[config.mk]
export PLATFORM = sky130hd
export DESIGN_NAME = bp_update_queue_flat
export DESIGN_NICKNAME = d
export VERILOG_FILES = /design/src/rtl/bp_update_queue_if.sv /design/src/rtl/bp_update_queue.sv /design/src/flat_wrapper.sv
export SDC_FILE = /design/constraint.sdc
export NUM_CORES = 1
export LEC_CHECK = 0
export ABC_AREA = 0
export BUFFER_PORTS_ARGS = -buffer_cell sky130_fd_sc_hd__buf_2
export CORE_MARGIN = 2
export CORE_UTILIZATION = 50
export DETAILED_ROUTE_END_ITERATION = 8
export PLACE_DENSITY_LB_ADDON = 0.08
export SYNTH_ARGS = -nofsm -noshare
export SYNTH_HDL_FRONTEND = slang
export SYNTH_SLANG_ARGS = --single-unit
[constraint.sdc]
create_clock -name clk -period 3.3 [get_ports clk]
set_clock_uncertainty 0.15 [all_clocks]
set_input_delay 0.66 -clock clk [delete_from_list [all_inputs] [get_ports clk]]
set_output_delay 0.66 -clock clk [all_outputs]
set_load 0.02 [all_outputs]
[src/rtl/bp_update_queue_if.sv]
// Update-side bus of the branch predictor update queue: execute updates in, counter RAM port out.
interface bp_update_queue_if #(
  parameter int unsigned INDEX_WIDTH = 9,
  parameter int unsigned BANK_WIDTH  = 2
);
  logic                   upd_valid;
  logic [63:0]            upd_pc;
  logic                   upd_taken;
  logic                   ram_req;
  logic                   ram_gnt;
  logic                   ram_we;
  logic [BANK_WIDTH-1:0]  ram_bank;
  logic [INDEX_WIDTH-1:0] ram_addr;
  logic [1:0]             ram_wdata;
  logic [1:0]             ram_rdata;
  logic                   busy;
  logic [15:0]            drop_cnt;

  // Queue side
  modport master (
    input  upd_valid, upd_pc, upd_taken, ram_gnt, ram_rdata,
    output ram_req, ram_we, ram_bank, ram_addr, ram_wdata, busy, drop_cnt
  );

  // Execute / RAM-arbiter side
  modport slave (
    output upd_valid, upd_pc, upd_taken, ram_gnt, ram_rdata,
    input  ram_req, ram_we, ram_bank, ram_addr, ram_wdata, busy, drop_cnt
  );
endinterface

[src/rtl/bp_update_queue.sv]
// Buffers resolved-branch updates and retires each as a read-modify-write of a 2-bit counter.
// Define BP_UPD_BYPASS_EN to forward the last written counter and skip the read for a matching head.
module bp_update_queue #(
  parameter int unsigned DEPTH        = 8,
  parameter int unsigned INDEX_WIDTH  = 9,
  parameter int unsigned BANK_WIDTH   = 2,
  parameter int unsigned READ_LATENCY = 1
) (
  input  logic              clk,
  input  logic              reset,
  bp_update_queue_if.master bus
);
  localparam int unsigned PTR_W   = $clog2(DEPTH);
  localparam int unsigned IDX_LSB = BANK_WIDTH + 2;
  localparam int unsigned IDX_MSB = INDEX_WIDTH + BANK_WIDTH + 1;

  typedef struct packed {
    logic [BANK_WIDTH-1:0]  bank;
    logic [INDEX_WIDTH-1:0] idx;
    logic                   taken;
  } entry_t;

  typedef enum logic [1:0] {IDLE, RD, WAIT, WR} state_t;

  state_t                 state_q, state_d;
  entry_t                 fifo_q [DEPTH];
  entry_t                 cur_q, cur_d, head, in_entry;
  logic [PTR_W:0]         wr_ptr_q, rd_ptr_q, wr_ptr_d, rd_ptr_d;
  logic [1:0]             wcnt_q, wcnt_d;
  logic                   empty, full, push, pop;
  logic                   ram_req_q, ram_req_d, ram_we_q, ram_we_d;
  logic [BANK_WIDTH-1:0]  ram_bank_q, ram_bank_d;
  logic [INDEX_WIDTH-1:0] ram_addr_q, ram_addr_d;
  logic [1:0]             ram_wdata_q, ram_wdata_d;
  logic                   busy_q, busy_d;
  logic [15:0]            drop_cnt_q;
  logic                   unused_pc;
`ifdef BP_UPD_BYPASS_EN
  logic                   fwd_valid_q, fwd_valid_d;
  logic [BANK_WIDTH-1:0]  fwd_bank_q, fwd_bank_d;
  logic [INDEX_WIDTH-1:0] fwd_addr_q, fwd_addr_d;
  logic [1:0]             fwd_val_q, fwd_val_d;
`endif

  function automatic logic [1:0] ctr_next(input logic [1:0] c, input logic taken);
    if (taken) return (c == 2'd3) ? 2'd3 : c + 2'd1;
    return (c == 2'd0) ? 2'd0 : c - 2'd1;
  endfunction

  // Extra pointer bit distinguishes full from empty
  assign empty    = (wr_ptr_q == rd_ptr_q);
  assign full     = (wr_ptr_q[PTR_W] != rd_ptr_q[PTR_W]) &&
                    (wr_ptr_q[PTR_W-1:0] == rd_ptr_q[PTR_W-1:0]);
  assign push     = bus.upd_valid && !full;
  assign head     = fifo_q[rd_ptr_q[PTR_W-1:0]];
  assign in_entry = '{bank:  bus.upd_pc[BANK_WIDTH+1:2],
                      idx:   bus.upd_pc[IDX_MSB:IDX_LSB],
                      taken: bus.upd_taken};
  assign wr_ptr_d = wr_ptr_q + (PTR_W+1)'(push);
  assign rd_ptr_d = rd_ptr_q + (PTR_W+1)'(pop);
  assign unused_pc = ^{bus.upd_pc[63:IDX_MSB+1], bus.upd_pc[1:0]};

  always_ff @(posedge clk) begin
    if (push) fifo_q[wr_ptr_q[PTR_W-1:0]] <= in_entry;
  end

  // RMW sequencer; RAM-port outputs are registered from the next state
  always_comb begin
    state_d     = state_q;
    cur_d       = cur_q;
    wcnt_d      = wcnt_q;
    pop         = 1'b0;
    ram_req_d   = 1'b0;
    ram_we_d    = 1'b0;
    ram_bank_d  = ram_bank_q;
    ram_addr_d  = ram_addr_q;
    ram_wdata_d = ram_wdata_q;
`ifdef BP_UPD_BYPASS_EN
    fwd_valid_d = fwd_valid_q;
    fwd_bank_d  = fwd_bank_q;
    fwd_addr_d  = fwd_addr_q;
    fwd_val_d   = fwd_val_q;
`endif
    case (state_q)
      IDLE: begin
        if (!empty) begin
          cur_d      = head;
          ram_bank_d = head.bank;
          ram_addr_d = head.idx;
          state_d    = RD;
          ram_req_d  = 1'b1;
`ifdef BP_UPD_BYPASS_EN
          if (fwd_valid_q && fwd_bank_q == head.bank && fwd_addr_q == head.idx) begin
            state_d     = WR;
            ram_we_d    = 1'b1;
            ram_wdata_d = ctr_next(fwd_val_q, head.taken);
          end else begin
            fwd_valid_d = 1'b0;
          end
`endif
        end
      end
      RD: begin
        ram_req_d = 1'b1;
        if (bus.ram_gnt) begin
          state_d   = WAIT;
          wcnt_d    = 2'(READ_LATENCY);
          ram_req_d = 1'b0;
        end
      end
      WAIT: begin
        wcnt_d = wcnt_q - 2'd1;
        if (wcnt_q == 2'd1) begin
          state_d     = WR;
          ram_req_d   = 1'b1;
          ram_we_d    = 1'b1;
          ram_wdata_d = ctr_next(bus.ram_rdata, cur_q.taken);
        end
      end
      WR: begin
        ram_req_d = 1'b1;
        ram_we_d  = 1'b1;
        if (bus.ram_gnt) begin
          pop       = 1'b1;
          state_d   = IDLE;
          ram_req_d = 1'b0;
          ram_we_d  = 1'b0;
`ifdef BP_UPD_BYPASS_EN
          fwd_valid_d = 1'b1;
          fwd_bank_d  = cur_q.bank;
          fwd_addr_d  = cur_q.idx;
          fwd_val_d   = ram_wdata_q;
`endif
        end
      end
      default: state_d = IDLE;
    endcase
    busy_d = (state_d != IDLE) || (wr_ptr_d != rd_ptr_d);
  end

  always_ff @(posedge clk or negedge reset) begin
    if (!reset) begin
      state_q     <= IDLE;
      cur_q       <= '0;
      wcnt_q      <= '0;
      wr_ptr_q    <= '0;
      rd_ptr_q    <= '0;
      ram_req_q   <= 1'b0;
      ram_we_q    <= 1'b0;
      ram_bank_q  <= '0;
      ram_addr_q  <= '0;
      ram_wdata_q <= '0;
      busy_q      <= 1'b0;
      drop_cnt_q  <= '0;
`ifdef BP_UPD_BYPASS_EN
      fwd_valid_q <= 1'b0;
      fwd_bank_q  <= '0;
      fwd_addr_q  <= '0;
      fwd_val_q   <= '0;
`endif
    end else begin
      state_q     <= state_d;
      cur_q       <= cur_d;
      wcnt_q      <= wcnt_d;
      wr_ptr_q    <= wr_ptr_d;
      rd_ptr_q    <= rd_ptr_d;
      ram_req_q   <= ram_req_d;
      ram_we_q    <= ram_we_d;
      ram_bank_q  <= ram_bank_d;
      ram_addr_q  <= ram_addr_d;
      ram_wdata_q <= ram_wdata_d;
      busy_q      <= busy_d;
      if (bus.upd_valid && full && drop_cnt_q != 16'hFFFF) drop_cnt_q <= drop_cnt_q + 16'd1;
`ifdef BP_UPD_BYPASS_EN
      fwd_valid_q <= fwd_valid_d;
      fwd_bank_q  <= fwd_bank_d;
      fwd_addr_q  <= fwd_addr_d;
      fwd_val_q   <= fwd_val_d;
`endif
    end
  end

  assign bus.ram_req   = ram_req_q;
  assign bus.ram_we    = ram_we_q;
  assign bus.ram_bank  = ram_bank_q;
  assign bus.ram_addr  = ram_addr_q;
  assign bus.ram_wdata = ram_wdata_q;
  assign bus.busy      = busy_q;
  assign bus.drop_cnt  = drop_cnt_q;
endmodule

[src/flat_wrapper.sv]
// flat-port wrapper written by rule: the top's interface ports become plain ports
module bp_update_queue_flat 
#(
  parameter int unsigned DEPTH        = 8,
  parameter int unsigned INDEX_WIDTH  = 9,
  parameter int unsigned BANK_WIDTH   = 2,
  parameter int unsigned READ_LATENCY = 1
)
  (clk, reset, bus_upd_valid, bus_upd_pc, bus_upd_taken, bus_ram_gnt, bus_ram_rdata, bus_ram_req, bus_ram_we, bus_ram_bank, bus_ram_addr, bus_ram_wdata, bus_busy, bus_drop_cnt);
  bp_update_queue_if #(.INDEX_WIDTH(INDEX_WIDTH), .BANK_WIDTH(BANK_WIDTH)) bus_i ();
  input  logic clk;
  input  logic reset;
  input wire logic [$bits(bus_i.upd_valid)-1:0] bus_upd_valid;
  input wire logic [$bits(bus_i.upd_pc)-1:0] bus_upd_pc;
  input wire logic [$bits(bus_i.upd_taken)-1:0] bus_upd_taken;
  input wire logic [$bits(bus_i.ram_gnt)-1:0] bus_ram_gnt;
  input wire logic [$bits(bus_i.ram_rdata)-1:0] bus_ram_rdata;
  output wire logic [$bits(bus_i.ram_req)-1:0] bus_ram_req;
  output wire logic [$bits(bus_i.ram_we)-1:0] bus_ram_we;
  output wire logic [$bits(bus_i.ram_bank)-1:0] bus_ram_bank;
  output wire logic [$bits(bus_i.ram_addr)-1:0] bus_ram_addr;
  output wire logic [$bits(bus_i.ram_wdata)-1:0] bus_ram_wdata;
  output wire logic [$bits(bus_i.busy)-1:0] bus_busy;
  output wire logic [$bits(bus_i.drop_cnt)-1:0] bus_drop_cnt;
  assign bus_i.upd_valid = bus_upd_valid;
  assign bus_i.upd_pc = bus_upd_pc;
  assign bus_i.upd_taken = bus_upd_taken;
  assign bus_i.ram_gnt = bus_ram_gnt;
  assign bus_i.ram_rdata = bus_ram_rdata;
  assign bus_ram_req = bus_i.ram_req;
  assign bus_ram_we = bus_i.ram_we;
  assign bus_ram_bank = bus_i.ram_bank;
  assign bus_ram_addr = bus_i.ram_addr;
  assign bus_ram_wdata = bus_i.ram_wdata;
  assign bus_busy = bus_i.busy;
  assign bus_drop_cnt = bus_i.drop_cnt;
  bp_update_queue #(.DEPTH(DEPTH), .INDEX_WIDTH(INDEX_WIDTH), .BANK_WIDTH(BANK_WIDTH), .READ_LATENCY(READ_LATENCY)) u_core (.clk(clk), .reset(reset), .bus(bus_i));
endmodule
==> out/qor.yml, run 1 <==
floorplan:
  num_rows: 38
  die_h_um: 110
  core_mm2: 0.0109
  ios: 103
  start_util_pct: 51.7
  die_area_mm2: 0.0122
  die_x_um: 110
placed_design:
  place.gp.congestion: 0.725
  dpl_worst_slack_ns: 0.660
  dp_hpwl_um: 6250
  portBuffers: 49
routing:
  via_per_inst: 5.44
  wl_per_cell_um: 18.8
  drt_iter0_drc: 172
  routed_wirelength_um: 10400
  num_vias: 3005
  route.detailed.drc: 0
  ant_nets: 0
  dr.pass1.iters: 4
grt:
  grt_pass1_wl_um: 16800
  overflow: 0
  grt_pass1_vias: 3094
  antenna_found_initial: 0
  grt_max_degree: 46
  grt.total_usage_pct: 19.7
setup_path:
  critPathSlowestCell: "dfrtp_1"
  cpPeakStageDelay_ns: 0.48
  cpMostUsedCell: "ha_1"
  worst-setup-path-type: "reg -> reg"
  path_max_fanout: 8
  worstPathRequired_ns: 3.43
  start_kind: "flop"
  cp-end-kind: "flop"
  arrival_ns: 2.78
  path_cells: "xor2_2 -> nor4b_4 -> and2b_1 -> ha_1 -> ha_1 -> xor2_1 -> nor3_1 -> nand4b_1"
timing:
  slew_violations: 0
  rsz0062_at_grt: "false"
  setup_tns_ns: 0
  worstMarginPinSlew_ns: 1.07
  slew_headroom_pct: 28.4
  hold_viol_final: 0
  period_share_pct: 80.3
  setup_violations: 0
  fmax_mhz: 377
  period_needed_ns: 2.65
  fin_ws_ns: 0.650
worst_hold_path:
  hold_class: "in -> async"
power:
  ir_drop_mv: 0.486
  internal-power_uw: 4340
  p_sw_uw: 1910
  power_density_mw_per_mm2: 929
  p_sw_share_pct: 30.5
  pwr-share-comb_pct: 28.7
  p_clk_share_pct: 31.4
  p_leak_uw: 0.00261
  power_frac_seq_pct: 39.8
clock_tree:
  root_buffer: "clkbuf_16"
  htreeDepth: 4
  clock_latency_ns: 0.41
  cts_buffers: 17
  cts-resized-gates: 0
  cts.sinks: 141
  cts.clk_slew.worst_paths_ns: 0.05
  cts_tree: "built"
  postCtsHoldBufs: 0
  cts_max_path_buffers: 2
  cts_setup_buffers: 0
cells_and_area:
  final_nets: 476
  fill_cells: 864
  n_antenna_cell: 0
  area_delta_synth_final_pct: 18.9
  layout-drive-gt1-share_pct: 29.1
logic_synthesis:
  ys_seq_area_share_pct: 70.9
  synthAdderAreaFrac_pct: 1.50
  synth-seq-cells: 141
  synth_compound_area_share_pct: 2.10
  ys_types: 40
  synthesis.nets: 408
  synth_edf_count: 96
  synth-simple-area-share_pct: 7.52
  synth_area_mm2: 0.00565
  synth_area_leaders: "edfxtp_1 51%, dfrtp_1 20%, mux4_2 9.2%"
  synth_area_per_cell_um2: 17.1
  synth_top_area_share_pct: 51.0
  synth_mux_area_share_pct: 11.9
  synthCells: 331
  synth_flop_cell: "edfxtp_1"
  synth_xor_area_share_pct: 4.60
  synth_top_family_by_area: "multiplexers"
  ys_warn_count: 0
  synth_top_area_cell: "edfxtp_1"
  ys_async_sr_fraction_pct: 31.9
outcome:
  status: "complete, no violations"
job:
  maxCapViolCount: 0
==> logic make-up (layout without fill, tap and decap cells) <==
group | count (synthesis) | in the layout
xor+xnor | 28 | 28
mux | 37 | 37
fa+ha+maj | 7 | 7
flops | 141 | 141
compound gates | 20 | 20
buf+inv | 16 | 97
simple gates | 82 | 82
==> flip-flops by register name, indices dropped and copies added, names as in the netlist <==
| register | count |
|---|---|
| u_core.bus.ram_addr | 9 |
| u_core.cur_q | 1 |
| u_core.bus.ram_wdata | 2 |
| u_core.bus.ram_req | 1 |
| u_core.bus.ram_we | 1 |
| u_core.bus.ram_bank | 2 |
| u_core.fifo_q | 96 |
| u_core.rd_ptr_q | 4 |
| u_core.bus.busy | 1 |
| u_core.bus.drop_cnt | 16 |
| u_core.wcnt_q | 2 |
| u_core.wr_ptr_q | 4 |
| u_core.state_q | 2 |
==> cells in the final DEF, fill, tap and decap left out, types with 2 or more instances in the layout <==
master / n
nand2b_1: 6
buf_2: 49
clkinv_2: 3
xor2_2: 2
nor2_1: 15
mux2i_1: 12
nand2_1: 27
clkbuf_16: 17
inv_1: 4
edfxtp_1: 96
xor2_1: 11
nor4b_1: 2
clkinv_1: 3
nand3_1: 10
mux4_2: 23
o21ai_0: 14
nor3_2: 2
xnor2_1: 15
clkinvlp_4: 2
buf_4: 12
nor3_1: 3
nand4_1: 4
ha_1: 6
and3_1: 3
dfrtp_1: 45
bufinv_16: 4
==> power by group through the flow <==
stage / sequential, uW / combinational (uW) / clock [uW]
4_1_cts: 2490 / 1840 / 1990
3_3_place_gp: 2500 / 1800 / 0
5_1_grt: 2540 / 1980 / 2080
6_report: 2490 / 1800 / 1960
3_5_place_dp: 2520 / 1830 / 0
2_1_floorplan: 2590 / 1230 / 0
==> synth_stat cells (2+ instances only) <==
library cell and n:
nand4_1 4, nand3_1 10, nor2_1 15, xor2_1 11
inv_1 4, mux2i_1 12, nor3_1 5, clkbuf_1 6
edfxtp_1 96, xor2_2 2, xnor2_1 15, nor4b_1 2
o21ai_0 14, dfrtp_1 45, nand2_1 27, ha_1 6
and3_1 3, mux4_2 23, nand2b_1 6, buf_6 2
buf_2 4
==> routing by layer <==
metal | GRT usage, % | part of all wire [%] | vias up
met5 | 0 | 0 | -
met4 | 7.23 | 1.6 | 0
met3 | 5.53 | 3.9 | 16
met2 | 30.2 | 48 | 56
met1 | 27.2 | 47 | 1537
li1 | - | - | 1396
==> cell type report <==
| class | instances | area, um2 | area share [%] |
|---|---|---|---|
| clock buffers | 19 | 443 | 6.59 |
| clock inverters | 13 | 170 | 2.53 |
| inverters | 4 | 15.0 | 0.223 |
| multi-input cells | 174 | 1580 | 23.4 |
| flip-flops and latches | 141 | 4010 | 59.6 |
| well taps | 140 | 175 | 2.61 |
| repair buffers | 61 | 335 | 4.99 |
==> metrics by stage <==
step	area, um2	hold WS, ns	util [%]	power (uW)	instances
finish	6720	0.299	61.5	6250	552
global route	6720	0.354	61.5	6600	552
CTS	6720	0.328	61.5	6320	552
detailed placement	6110	0.315	55.9	4350	520
global placement	6110	0.306	55.9	4300	520
floorplan	5650	0.214	-	3820	331
==> critical path, delay by kind of cell (launching register included) <==
family | cells | cell delay, ns
AND/OR/NAND/NOR | 4 | 0.95
flip-flops | 1 | 0.48
adder cells (fa/ha/maj) | 2 | 0.53
XOR/XNOR | 2 | 0.41
==> worst paths after layout <==
kind | from | to | slack [ns] | cells past startpoint
setup / recovery | u_core.wr_ptr_q[1] | u_core.bus.busy | 0.65 | 8
hold / removal | reset | u_core.bus.drop_cnt[9] | 0.30 | 1
setup reg to reg | u_core.wr_ptr_q[1] | u_core.bus.busy | 0.65 | 8
hold reg to reg | u_core.bus.ram_addr[0] | u_core.bus.ram_addr[0] | 0.32 | 2
max in group asynchronous | reset | u_core.bus.ram_addr[6] | 2.03 | 1
min in group clk | u_core.bus.ram_addr[0] | u_core.bus.ram_addr[0] | 0.32 | 2
Power figures use the tool's default switching activity.
==> run 2, diff against run 1 <==
--- a/config.mk
+++ b/config.mk
@@ -5,7 +5,7 @@
 export SDC_FILE = /design/constraint.sdc
 export NUM_CORES = 1
 export LEC_CHECK = 0
-export ABC_AREA = 0
+export ABC_AREA = 1
 export BUFFER_PORTS_ARGS = -buffer_cell sky130_fd_sc_hd__buf_2
 export CORE_MARGIN = 2
 export CORE_UTILIZATION = 50
==> constraint.sdc (replaced) <==
create_clock -name clk -period 2.6 [get_ports clk]
set_clock_uncertainty 0.15 [all_clocks]
set_input_delay 0.52 -clock clk [delete_from_list [all_inputs] [get_ports clk]]
set_output_delay 0.52 -clock clk [all_outputs]
set_load 0.02 [all_outputs]
==> out/qor.yml, run 2 <==
power:
  power_density_mw_per_mm2: 1150  # +23%
  p_leak_uw: 0.00315  # +21%
  power_uw: 8380  # +34%
  ir_drop_mv: 0.585  # +20%
cells_and_area:
  finalInstanceArea_mm2: 0.00730  # +8.6%
  n_antenna_cell: 0  # unchanged
  fill_cells: 1012  # +17%
  largest_reg_flops: 96  # unchanged
  final_nets: 782  # +64%
  layout-drive-gt1-share_pct: 16.0  # -13 points
  area_delta_synth_final_pct: 16.1
  final_common_cell: "nand2_1"
  most-common-layout-cells: "184 x nand2_1, 116 x nor2_1, 96 x edfxtp_1, 49 x buf_2, 45 x dfrtp_1"
logic_synthesis:
  synth_area_per_cell_um2: 9.76  # -43%
  synth_area_leaders: "edfxtp_1 46%, dfrtp_1 18%, nand2_1 11%"
  ys_async_sr_fraction_pct: 31.9  # unchanged
  ys_seq_area_share_pct: 63.8  # -7.1 points
  synth_edf_count: 96  # unchanged
  synth_area_mm2: 0.00629  # +11%
  synth_flop_cell: "edfxtp_1"
  synth_top_area_cell: "edfxtp_1"
  yosys-top-cells-count: "184 x nand2_1, 116 x nor2_1, 96 x edfxtp_1"
  ys_warn_count: 0  # unchanged
  synthCells: 644  # +95%
  synth_top_area_share_pct: 45.9  # -5.1 points
  synth.most_common_cell: "nand2_1"
  ys_types: 26  # -35%
  synthesis.nets: 721  # +77%
  synth-seq-cells: 141  # unchanged
timing:
  slew_headroom_pct: 53.3  # +25 points
  fmax_mhz: 412  # +9.2%
  setup_tns_ns: 0  # unchanged
  hold_viol_final: 0  # unchanged
  slew_violations: 0  # unchanged
  holdWs_ns: 0.00226  # -0.297 ns
  period_share_pct: 93.3  # +13 points
  rsz0062_at_grt: "false"
  worstMarginPinSlew_ns: 0.701  # -0.374 ns
  period_needed_ns: 2.43  # -0.224 ns
  fin_ws_ns: 0.174  # -0.476 ns
  setup_violations: 0  # unchanged
clock_tree:
  clock_latency_ns: 0.42  # about the same
  cts_buffers: 17  # unchanged
  htreeDepth: 4  # unchanged
  root_buffer: "clkbuf_16"
  postCtsHoldBufs: 0  # unchanged
  cts-resized-gates: 0  # unchanged
  cts.sinks: 141  # unchanged
  cts_tree: "built"
  cts_setup_buffers: 0  # unchanged
  cts.clk_slew.worst_paths_ns: 0.06  # about the same
  cts_max_path_buffers: 2  # unchanged
placed_design:
  dp_hpwl_um: 8200  # +31%
  place.gp.congestion: 0.848  # +17%
  dpl_cell_area_mm2: 0.00675  # +10%
  portBuffers: 49  # unchanged
  dpl_worst_slack_ns: 0.218  # -0.443 ns
routing:
  routed_wirelength_um: 13300  # +29%
  wl_per_cell_um: 15.1  # -20%
  dr.pass1.iters: 5  # +1
  drt_iter0_drc: 276  # +60%
  via_per_inst: 5.13  # -5.7%
  ant_nets: 0  # unchanged
  route.detailed.drc: 0  # unchanged
  num_vias: 4542  # +51%
setup_path:
  worst-setup-path-type: "reg -> reg"
  worstPathRequired_ns: 2.74  # -0.69 ns
  r2r_cells: 15  # +7
  start_kind: "flop"
  path_max_fanout: 8  # unchanged
  cp-end-kind: "flop"
  arrival_ns: 2.57  # -0.21 ns
floorplan:
  die_h_um: 116  # +5.3%
  core_mm2: 0.0122  # +11%
  die_area_mm2: 0.0135  # +11%
  die_x_um: 116  # +5.3%
  ios: 103  # unchanged
  num_rows: 40  # +5.3%
  start_util_pct: 51.7  # about the same
outcome:
  status: "complete, no violations"
grt:
  grt.total_usage_pct: 21.6  # +1.9 points
  grt_pass1_wl_um: 21500  # +28%
  overflow: 0  # unchanged
  grt_max_degree: 50  # +8.7%
  antenna_found_initial: 0  # unchanged
  grt_pass1_vias: 4295  # +39%
job:
  maxCapViolCount: 0  # unchanged
worst_hold_path:
  hold_class: "in -> async"
## run 2: cell count changes in the layout (fill, tap and decap cells not counted), sizes merged, moves of 5 or more
| cell | change |
|---|---|
| buf | +8 |
| inv | +31 |
| mux2i | -12 |
| mux4 | -24 |
| nand2 | +160 |
| nand2b | -6 |
| nand3 | +21 |
| nor2 | +107 |
| o21ai | +53 |
| xnor2 | -7 |
| xor2 | -5 |
## run 2: logic make-up (layout without fill, tap and decap cells)
group | Yosys count | in the layout | synth area share (%)
fa+ha+maj | 6 | 6 | 1.19
xor+xnor | 16 | 16 | 2.23
compound gates | 69 | 69 | 5.61
flops | 141 | 141 | 63.8
simple gates | 350 | 350 | 22.6
buf+inv | 62 | 135 | 4.58
## run 2: cell type report
cell class	count	area (um2)	share of cell area, %
well taps	168	210	2.88
inverters	35	131	1.80
repair buffers	69	395	5.41
clock buffers	19	433	5.93
multi-input cells	441	2000	27.4
clock inverters	12	123	1.68
flip-flops and latches	141	4010	54.9
## run 2: path summary, 6_finish.rpt
kind                                        startpoint                     end  slack (ns)
worst max-delay path                u_core.wr_ptr_q[1]         u_core.bus.busy        0.17
min in group clk                           bus_ram_gnt       u_core.bus.ram_we        0.18
worst max register to register      u_core.wr_ptr_q[1]         u_core.bus.busy        0.17
worst min register to register  u_core.bus.ram_bank[0]  u_core.bus.ram_bank[0]        0.33
worst min-delay path                             reset      u_core.rd_ptr_q[3]       0.002
max in group asynchronous                        reset  u_core.bus.ram_addr[2]        1.71
## run 2: routing by layer
layer | track usage, % | vias up | wire [um] | share of wire (%)
li1 | - | 2244 | - | -
met1 | 27.0 | 2165 | 5750 | 43
met2 | 36.5 | 123 | 6810 | 51
met3 | 5.86 | 10 | 707 | 5.3
met4 | 7.86 | 0 | 84 | 0.63
met5 | 0 | - | 0 | 0
## run 2: worst max-delay path, stage by stage, from the launching register on
cell and delay [ns]:
dfrtp_1 0.49, inv_2 0.09, nand2_1 0.07, nand2_1 0.06
nor2_2 0.11, nand3_2 0.10, nand2_1 0.11, inv_1 0.05
ha_1 0.19, ha_1 0.31, xnor2_1 0.18, nand2_1 0.07
nor2_1 0.09, nand2_1 0.07, nor2_1 0.11, nand2_1 0.06
## run 2: where the power goes
group	switching (uW)	leakage, uW	total, uW	internal [uW]
combinational	1970	0.00145	2930	958
sequential	280	0.00144	3180	2900
clock	881	0.000264	2280	1400
## run 2: through the flow
stage | util (%) | instances
finish | 60.0 | 885
detailed placement | 55.5 | 854
floorplan | - | 644
CTS | 60.0 | 885
global route | 60.0 | 885
global placement | 55.5 | 854
